===== src/rtl/mips32_ram_arbiter.sv =====
`default_nettype none
// ============================================================================
// mips32_ram_arbiter : two-port round-robin arbiter with per-port lock in front
//                      of a single MIPS32 block RAM (1-cycle read latency).
// Revision 1.0
// ============================================================================
module mips32_ram_arbiter #(
  parameter int AWIDTH = 12,
  parameter int DWIDTH = 32,
  parameter int LANES  = 4
) (
  input  logic              clock,
  input  logic              reset,

  input  logic              aReq,
  input  logic              aLock,
  input  logic [AWIDTH-1:0] aAddr,
  input  logic [DWIDTH-1:0] aWData,
  input  logic [LANES-1:0]  aLane,
  output logic              aGnt,
  output logic              aRValid,

  input  logic              bReq,
  input  logic              bLock,
  input  logic [AWIDTH-1:0] bAddr,
  input  logic [DWIDTH-1:0] bWData,
  input  logic [LANES-1:0]  bLane,
  output logic              bGnt,
  output logic              bRValid,

  output logic [DWIDTH-1:0] rData,

  output logic [AWIDTH-1:0] ramReadAddr,
  input  logic [DWIDTH-1:0] ramReadData,
  output logic [AWIDTH-1:0] ramWriteAddr,
  output logic [DWIDTH-1:0] ramWriteData,
  output logic [LANES-1:0]  ramWriteLane,
  output logic              ramWriteEnable
);

  typedef enum logic [1:0] {
    OWN_NONE = 2'd0,
    OWN_A    = 2'd1,
    OWN_B    = 2'd2
  } owner_t;

  owner_t     owner;
  logic       last_b;
  logic [1:0] rd_pend;

  logic             a_gnt;
  logic             b_gnt;
  logic [LANES-1:0] gnt_lane;

  always_comb begin
    a_gnt = 1'b0;
    b_gnt = 1'b0;
    if (!reset) begin
      case (owner)
        OWN_A:   a_gnt = aReq;
        OWN_B:   b_gnt = bReq;
        default: begin
          // Tie goes to whichever port did not win most recently.
          if (aReq && bReq) begin
            a_gnt = last_b;
            b_gnt = !last_b;
          end else begin
            a_gnt = aReq;
            b_gnt = bReq;
          end
        end
      endcase
    end
  end

  always_comb begin
    gnt_lane = '0;
    if (a_gnt)      gnt_lane = aLane;
    else if (b_gnt) gnt_lane = bLane;
  end

  // Address/data mux defaults to port A when nothing is granted.
  assign ramReadAddr    = b_gnt ? bAddr  : aAddr;
  assign ramWriteAddr   = b_gnt ? bAddr  : aAddr;
  assign ramWriteData   = b_gnt ? bWData : aWData;
  assign ramWriteLane   = gnt_lane;
  assign ramWriteEnable = |gnt_lane;

  assign aGnt    = a_gnt;
  assign bGnt    = b_gnt;
  assign aRValid = rd_pend[0];
  assign bRValid = rd_pend[1];
  assign rData   = ramReadData;

  always_ff @(posedge clock) begin
    if (reset) begin
      owner   <= OWN_NONE;
      last_b  <= 1'b1;
      rd_pend <= 2'b00;
    end else begin
      rd_pend[0] <= a_gnt && (aLane == '0);
      rd_pend[1] <= b_gnt && (bLane == '0);
      // An owner that idles keeps ownership: no grant means no update here.
      if (a_gnt) begin
        last_b <= 1'b0;
        owner  <= aLock ? OWN_A : OWN_NONE;
      end else if (b_gnt) begin
        last_b <= 1'b1;
        owner  <= bLock ? OWN_B : OWN_NONE;
      end
    end
  end

endmodule
`default_nettype wire

===== config.mk =====
export PLATFORM = sky130hd
export DESIGN_NAME = mips32_ram_arbiter
export DESIGN_NICKNAME = d
export VERILOG_FILES = /design/src/rtl/mips32_ram_arbiter.sv
export SDC_FILE = /design/constraint.sdc
export NUM_CORES = 1
export LEC_CHECK = 0
export BUFFER_PORTS_ARGS = -buffer_cell sky130_fd_sc_hd__buf_2
export CORE_AREA = 2 2 89 91
export DETAILED_ROUTE_END_ITERATION = 10
export DIE_AREA = 0 0 91 93
export PLACE_DENSITY_LB_ADDON = 0.05
export SETUP_SLACK_MARGIN = 0.02
export SYNTH_ARGS = -nofsm -noshare
export SYNTH_HDL_FRONTEND = slang
export SYNTH_SLANG_ARGS = --single-unit
export TNS_END_PERCENT = 30

===== constraint.sdc =====
create_clock -name clock -period 4.15 [get_ports clock]
set_input_delay 0.83 -clock clock [delete_from_list [all_inputs] [get_ports clock]]
set_output_delay 0.83 -clock clock [all_outputs]
set_load 0.02 [all_outputs]

==> qor.yml <==
cells_and_area:
  diodes: 0
  nets: 397
  fin_cells: 362
  area_delta_synth_final_pct: 50.2
  layout-drive-gt1-share_pct: 82.3
global_routing:
  grt_pass1_vias: 1301
  antenna_found_initial: 0
  grt_pass1_wl_mm: 7.31
  grt_use_total_pct: 10.8
  grt_start_max_net_pins: 47
  overflow: 0
routing:
  drtPass1Iterations: 4
  drcViolationCount: 0
  wirelength_mm: 5.22
  wl_per_cell_um: 14.4
  vias: 1408
  drtIter0Drc: 38
  vias_per_cell: 3.89
  ant_nets: 0
yosys:
  ys_types: 27
  syn-num-nets: 274
  synthMostInstantiatedCell: "buf_4"
  ys_warn_count: 0
  synth_top_cells_by_area: "mux2_2, buf_4, dfxtp_1, mux2i_1, buf_6"
  ys_ff_latch: 5
  syn_area_sq_um: 1250
  synth_edf_count: 0
  synthArstFlopShare_pct: 0
  yosys.area.top_type: "mux2_2"
  synth.avg_cell_area_sq_um: 9.09
  yosys-top-cells-count: "buf_4, mux2_2, inv_1, nand4_1"
  synthFlopType: "dfxtp_1"
  syn_inst: 138
  seq_area_frac_synth_pct: 7.98
  synth_top_area_share_pct: 37.7
power:
  leakage_nw: 1.03
  finalPower_mw: 0.421
  ir_drop_mv: 0.0677
  power_density_nw_per_um2: 223
timing:
  max_freq_mhz: 307
  tightest_slew_ns: 0.581
  finalCriticalPeriod_ns: 3.26
  slew_viol_final: 0
  hold-worst-slack_ns: 0.505
  clock_skew_ns: 0.00257
  finalSetupViolations: 0
  period_share_pct: 78.5
  setup_tns_ns: 0
  hold_viol: 0
  relSlewSlack_pct: 61.3
  rsz0062_at_grt: "false"
critical_path:
  start_kind: "register"
  path_class: "register to primary output"
  rrSetupSlack_ns: 2.30
  cp_max_fo: 46
  critPathLaunch: "owner[0]"
  end_kind: "primary output"
  cp.required_ns: 3.32
  reg2reg_from: "owner[0]"
  worstPathArrival_ns: 2.43
die:
  row_count: 32
  dieHeight_um: 93
  dieArea_sq_um: 8460
  die_w_um: 91
  coreArea_sq_um: 7530
  num_io_pins: 231
  initial_core_util_pct: 16.7
cts:
  h-tree-depth: 1
  insertion_delay_ns: 0.22
  cts.path.max_buffers: 2
  cts_tree: "built"
  clock_sinks: 5
  ctsHoldBuffers: 0
  cts_buffers: 3
  cts_setup_buffers: 0
  ctsRootBufferMaster: "clkbuf_8"
  post_cts_resized: 0
  path_clk_slew_ns: 0.03
min_path:
  min_from: "owner[0]"
  hold_class: "register to register"
place:
  gp_congestion: 0.689
  portBuffers: 166
  hpwl_mm: 4.55
  place_inst: 358
job:
  cap_violations: 0
status:
  status: "finished clean"
final cells by class:
class	instances	area, sq um
Clock buffer	4	45.0
Fill cell	856	5640
Inverter	8	30.0
Multi-Input combinational cell	76	744
Sequential cell	5	100
Tap cell	102	128
Timing Repair Buffer	167	838
cell usage in the layout (no fill, tap or decap):
cell type and n:
nand3b_1 1, clkbuf_1 1, nor3_1 1, o21ai_1 1, nand4b_1 1, ha_1 2
nor4_1 2, buf_4 1, nor2_1 2, nand3_1 1, o31ai_1 1, inv_1 8
buf_2 166, nor2b_1 1, nand4_1 6, or4_1 1, nor3_4 1, mux2_1 2
nand3b_2 1, clkbuf_8 3, a211oi_1 1, mux2i_1 5, o41ai_1 1, dfxtp_1 5
o21a_1 1, mux2_2 42, and3_1 1, and2_1 1
registers in the layout, indices dropped and copies added (netlist names):
register / cells
owner: 2
rd_pend: 2
last_b: 1
path summary, 6_finish.rpt:
kind	cells after the start	end
worst min register to register	2	owner[0]
worst min-delay path	2	owner[0]
worst max register to register	6	owner[0]
worst max-delay path	7	ramReadAddr[2]
power breakdown:
group | total [mW] | switching, mW | internal, mW | leakage [nW]
clock | 0.0881 | 0.0223 | 0.0658 | 0.0228
combinational | 0.280 | 0.157 | 0.123 | 0.970
sequential | 0.0530 | 0.00181 | 0.0512 | 0.0408
total | 0.421 | 0.181 | 0.240 | 1.03
routing by layer:
layer	global-route usage [%]	vias up	share of wire, %	wire length, um
li1	-	689	-	-
met1	13.9	604	39	2050
met2	18.1	103	50	2590
met3	2.74	12	10	520
met4	2.78	0	1.1	57
met5	0	-	0	0
worst max-delay path, stage by stage (launching register included):
cell and delay [ns]:
dfxtp_1 0.32, inv_1 0.06, ha_1 0.35, and3_1 0.26, nor3_4 0.11, buf_4 0.49, mux2_2 0.43, buf_2 0.17
cells by family (layout without fill, tap and decap cells):
kind of cell,after synthesis,after routing,share of synthesized area (%)
AOI/OAI and AO/OA,5,5,2.89
adders and majority gates,2,2,1.99
buffers and inverters,57,179,32.7
DFF,5,5,7.98
muxes,49,49,43.5
and+or+nand+nor,20,20,11.0
through the flow:
step / instance area [sq um] / setup slack (ns) / util [%]
after floorplan: 1250 / 1.11 / -
after global placement: 1840 / 0.908 / 24.5
after detailed placement: 1840 / 0.905 / 24.5
after CTS: 1890 / 0.832 / 25.0
after global routing: 1890 / 0.708 / 25.0
final: 1890 / 0.891 / 25.0
Note: power is estimated with default switching activity, not from simulation.
